==> src/rtl/oh_pwr_seq_pkg.sv <==
// Shared types for the oh_pwr_seq power sequencer: state encoding and
// the counter-width helper used to size the step/settle/timeout counter.
package oh_pwr_seq_pkg;

    typedef enum logic [2:0] {
        PWR_OFF,
        PWR_RAMPUP,
        PWR_SETTLE,
        PWR_UNRST,
        PWR_ON,
        PWR_ISO,
        PWR_RAMPDN
    } oh_pwr_state_t;

    function automatic int cnt_width(input int step, input int settle, input int timeout);
        int m;
        m = step;
        if (settle > m) m = settle;
        if (timeout > m) m = timeout;
        return $clog2(m + 1);
    endfunction

endpackage

==> src/rtl/oh_dsync.sv <==
// Multi-flop synchronizer for a single asynchronous level signal.
module oh_dsync #(
    parameter int STAGES = 2
) (
    input  logic clk,
    input  logic nreset,
    input  logic din,
    output logic dout
);

    logic [STAGES-1:0] sync_q;

    always_ff @(posedge clk or negedge nreset) begin
        if (!nreset) begin
            sync_q <= '0;
        end else begin
            sync_q <= {sync_q[STAGES-2:0], din};
        end
    end

    assign dout = sync_q[STAGES-1];

endmodule

==> src/rtl/oh_pwr_seq.sv <==
// Power-up/down sequencer for one switchable domain: staggered header-switch
// ramp, settle, isolation and reset release. OH_PWR_SEQ_PGOOD_EN adds pgood gating with timeout.
module oh_pwr_seq
    import oh_pwr_seq_pkg::*;
#(
    parameter int N       = 4,
    parameter int STEP    = 3,
    parameter int SETTLE  = 5,
    parameter int TIMEOUT = 20
) (
    input  logic         clk,
    input  logic         nreset,
    input  logic         req,
    input  logic         pgood,
    output logic [N-1:0] sw_en,
    output logic         iso,
    output logic         drst_n,
    output logic         ack,
    output logic         busy,
    output logic         err
);

    localparam int CW = cnt_width(STEP, SETTLE, TIMEOUT);
    localparam logic [CW-1:0] STEP_LAST   = CW'(STEP - 1);
    localparam logic [CW-1:0] SETTLE_LAST = CW'(SETTLE - 1);

    oh_pwr_state_t state_q, state_d;
    logic [CW-1:0] cnt_q, cnt_d;
    logic [N-1:0]  sw_q, sw_d;
    logic          iso_q, iso_d;
    logic          drst_q, drst_d;
    logic          ack_q, ack_d;
    logic          err_q, err_d;
    logic          busy_q;

`ifdef OH_PWR_SEQ_PGOOD_EN
    localparam logic [CW-1:0] TIMEOUT_LAST = CW'(TIMEOUT - 1);
    logic pgood_s;

    oh_dsync #(.STAGES(2)) u_pgood_sync (
        .clk    (clk),
        .nreset (nreset),
        .din    (pgood),
        .dout   (pgood_s)
    );
`else
    logic pgood_unused;
    assign pgood_unused = pgood;
`endif

    always_comb begin
        state_d = state_q;
        cnt_d   = cnt_q;
        sw_d    = sw_q;
        iso_d   = iso_q;
        drst_d  = drst_q;
        ack_d   = ack_q;
        err_d   = err_q;
        case (state_q)
            PWR_OFF: begin
                if (req) begin
                    state_d = PWR_RAMPUP;
                    sw_d    = {{(N-1){1'b0}}, 1'b1};
                    cnt_d   = '0;
                    err_d   = 1'b0;
                end
            end
            PWR_RAMPUP: begin
                if (cnt_q == STEP_LAST) begin
                    cnt_d = '0;
                    if (&sw_q) begin
                        state_d = PWR_SETTLE;
                    end else begin
                        sw_d = {sw_q[N-2:0], 1'b1};
                    end
                end else begin
                    cnt_d = cnt_q + CW'(1);
                end
            end
            PWR_SETTLE: begin
`ifdef OH_PWR_SEQ_PGOOD_EN
                if (cnt_q >= SETTLE_LAST && pgood_s) begin
                    iso_d   = 1'b0;
                    state_d = PWR_UNRST;
                    cnt_d   = '0;
                end else if (cnt_q == TIMEOUT_LAST) begin
                    // Rail never came good: abandon and ramp back down.
                    err_d   = 1'b1;
                    iso_d   = 1'b1;
                    drst_d  = 1'b0;
                    ack_d   = 1'b0;
                    state_d = PWR_RAMPDN;
                    cnt_d   = '0;
                end else begin
                    cnt_d = cnt_q + CW'(1);
                end
`else
                if (cnt_q == SETTLE_LAST) begin
                    iso_d   = 1'b0;
                    state_d = PWR_UNRST;
                    cnt_d   = '0;
                end else begin
                    cnt_d = cnt_q + CW'(1);
                end
`endif
            end
            PWR_UNRST: begin
                drst_d  = 1'b1;
                ack_d   = 1'b1;
                state_d = PWR_ON;
                cnt_d   = '0;
            end
            PWR_ON: begin
                if (!req) begin
                    drst_d  = 1'b0;
                    ack_d   = 1'b0;
                    state_d = PWR_ISO;
                    cnt_d   = '0;
                end
            end
            PWR_ISO: begin
                iso_d   = 1'b1;
                state_d = PWR_RAMPDN;
                cnt_d   = '0;
            end
            PWR_RAMPDN: begin
                // Shift right so the highest segment drops first.
                if (cnt_q == STEP_LAST) begin
                    cnt_d = '0;
                    sw_d  = {1'b0, sw_q[N-1:1]};
                    if (sw_q[N-1:1] == '0) begin
                        state_d = PWR_OFF;
                    end
                end else begin
                    cnt_d = cnt_q + CW'(1);
                end
            end
            default: begin
                state_d = PWR_OFF;
                cnt_d   = '0;
            end
        endcase
    end

    always_ff @(posedge clk or negedge nreset) begin
        if (!nreset) begin
            state_q <= PWR_OFF;
            cnt_q   <= '0;
            sw_q    <= '0;
            iso_q   <= 1'b1;
            drst_q  <= 1'b0;
            ack_q   <= 1'b0;
            err_q   <= 1'b0;
            busy_q  <= 1'b0;
        end else begin
            state_q <= state_d;
            cnt_q   <= cnt_d;
            sw_q    <= sw_d;
            iso_q   <= iso_d;
            drst_q  <= drst_d;
            ack_q   <= ack_d;
            err_q   <= err_d;
            busy_q  <= !(state_d == PWR_OFF || state_d == PWR_ON);
        end
    end

    assign sw_en  = sw_q;
    assign iso    = iso_q;
    assign drst_n = drst_q;
    assign ack    = ack_q;
    assign busy   = busy_q;
    assign err    = err_q;

endmodule

==> config.mk <==
export PLATFORM = sky130hd
export DESIGN_NAME = oh_pwr_seq
export DESIGN_NICKNAME = d
export VERILOG_FILES = /design/src/rtl/oh_pwr_seq_pkg.sv /design/src/rtl/oh_dsync.sv /design/src/rtl/oh_pwr_seq.sv
export SDC_FILE = /design/constraint.sdc
export NUM_CORES = 1
export LEC_CHECK = 0
export ABC_CLOCK_PERIOD_IN_PS = 1500
export CORE_UTILIZATION = 47
export DETAILED_ROUTE_END_ITERATION = 8
export PLACE_DENSITY = 0.8
export SYNTH_ARGS = -nofsm -noshare
export SYNTH_HDL_FRONTEND = slang
export SYNTH_SLANG_ARGS = --single-unit
==> constraint.sdc <==
create_clock -name clk -period 1.5 [get_ports clk]
set_input_delay 0.225 -clock clk [delete_from_list [all_inputs] [get_ports clk]]
set_output_delay 0.225 -clock clk [all_outputs]
set_load 0.02 [all_outputs]
==> metrics.yaml <==
worst_setup_path_end_kind: "flip-flop"
syn_area_um2: 927
die_h_um: 46.4
port_buffers: 10
tritoncts: "done"
seq_area_frac_synth: 0.406
grt_pass1_vias: 768
synth-edff-count: 0
synth_nets: 105
use_met2: 0.369
layout_setup_ws_ns: -0.132
grt_max_degree: 16
wl_per_cell_um: 14.9
max-cap-violations: 0
final_nets: 135
drcViolationCount: 0
num_vias: 828
cts_buffer_depth: 2
grt_use_met3: 0.0353
row_count: 15
totalWireLength_um: 2270
crit_path_start_kind: "flip-flop"
die_w_um: 46.4
ys_types: 39
grt.busiest_layer: "met2"
ir_worst_vdd_uv: 1310
clkLatencyLatePin_ns: 0.29
drv_slew: 0
drt_pass1_iterations: 4
period_share: 1.09
violations: "negative setup slack"
holdCritPathClass: "primary input to async pin"
htree_levels: 1
grt-ovfl-total: 0
io_pins: 13
powerDensity_nw_per_um2: 1940
fin_cells: 152
use_met1: 0.342
fin_setup_tns_ns: -0.699
clock-skew-final_ns: 0.00194
num_antenna_cells: 0
cp.required_ns: 1.68
antenna_found_initial: 0
synthToLayoutAreaGrowth_pct: 40.4
reg2reg_depth: 7
cts.sinks: 15
rsz0062_at_grt: "yes"
drtAntennaViolNets: 0
finalHoldViolations: 0
pre_cts_ws_ns: -0.151
coreArea_um2: 1780
cts_buffers: 3
fmax_mhz: 613
start_util: 0.520
setup-violations-final: 9
cts_root_buffer: "clkbuf_4"
place_inst: 144
asyncSetResetFlopFracSynth: 1.00
timing.final.crit_period_ns: 1.63
yosys_warnings: 0
viasPerCell: 5.45
clk_pin_slew_worst_paths_ns: 0.09
hpwl_um: 1460
syn-instance-count: 98
grt_pass1_wl_um: 3570
crit_fanout: 3
worstPathArrival_ns: 1.81
drive_gt1_frac: 0.386
ys_ff_latch: 15
drtIter0Drc: 7
ctsHoldBuffers: 0
synth.avg_cell_area_um2: 9.46
leakagePower_uw: 0.000584
grt_usage: 0.244
dieArea_um2: 2150
status: "complete, but fails checks"
critical_path_class: "flip-flop to flip-flop"
synth-main-ff-cell: "dfrtp_1"
gp_congestion: 0.856
cells in the final DEF (no fill, tap or decap), types with 3 or more instances in the layout:
master,count
clkbuf_4,3
o21ai_1,3
a21oi_1,5
nand2_1,5
dfrtp_1,12
buf_6,3
dlygate4sd2_1,7
nor2_1,4
inv_1,7
nand3_1,3
o21ai_0,5
buf_4,17
registers in the layout (all words and copies together), names as in the netlist:
signal / count
state_q: 3
ack: 1
busy: 1
cnt_q: 5
iso: 1
sw_en: 4
cells in the mapped netlist (3+ instances only):
library cell  number  area [um^2]
dfrtp_1           14          350
nand3_1            4         20.0
nor2_1             5         18.8
o22ai_1            4         25.0
ha_1               3         37.5
a21oi_1            6         30.0
inv_1              9         33.8
o21ai_0            8         40.0
nand2_1            6         22.5
kinds of logic (layout without fill, tap and decap cells):
| logic type | Yosys count | after routing | synth area share |
|---|---|---|---|
| mux | 4 | 4 | 0.0459 |
| simple gates | 36 | 36 | 0.254 |
| buf+inv | 14 | 43 | 0.0823 |
| other cells | 1 | 1 | 0.00404 |
| xor+xnor | 1 | 1 | 0.00945 |
| flops | 15 | 15 | 0.406 |
| compound gates | 24 | 24 | 0.158 |
| fa+ha+maj | 3 | 3 | 0.0405 |
stage by stage:
step | cell area, um^2 | hold slack, ns | power, uW | util
after floorplan | 937 | -0.0706 | 1550 | -
after global placement | 1150 | 0.526 | 2000 | 0.643
after detailed placement | 1150 | 0.552 | 2050 | 0.643
after CTS | 1250 | 0.246 | 2380 | 0.700
after global routing | 1300 | 0.253 | 2710 | 0.730
final | 1300 | 0.245 | 2520 | 0.730
metal layers:
layer	share of wire	wire [um]
met1	0.48	1100
met2	0.48	1090
met3	0.019	43
met4	0.019	42
met5	0	0
critical path, stage by stage, from the launching register on:
cell     delay [ns]
dfrtp_1        0.40
inv_2          0.08
ha_4           0.13
nor4b_4        0.24
buf_4          0.16
nand3_2        0.07
nand2_2        0.13
mux2_4         0.30
power breakdown:
part	internal [uW]	total [uW]	switching, uW
logic	752	1530	774
clock network	104	235	132
registers	563	760	197
total	1420	2520	1100
path summary, 6_finish.rpt:
path	start	end	slack [ns]
worst max-delay path	cnt_q[0]	sw_en[1]	-0.13
worst min-delay path	nreset	sw_en[0]	0.25
worst max register to register	cnt_q[0]	sw_en[1]	-0.13
worst min register to register	iso	iso	0.56
max in group asynchronous	nreset	iso	1.01
min in group clk	iso	iso	0.56
layout make-up:
type / count / area, um^2
multi-input cells: 69 / 573
fillers: 134 / 482
flip-flops and latches: 15 / 379
repair buffers: 30 / 255
inverters: 9 / 36.3
well taps: 25 / 31.3
clock buffers: 4 / 26.3
timing repair:
action | in CTS | in global routing
pin swaps | 6 | 6
endpoints found under the setup margin | 19 | 15
resized for setup | 20 | 15
setup buffers | 4 | 0
Power figures use the tool's default switching activity.
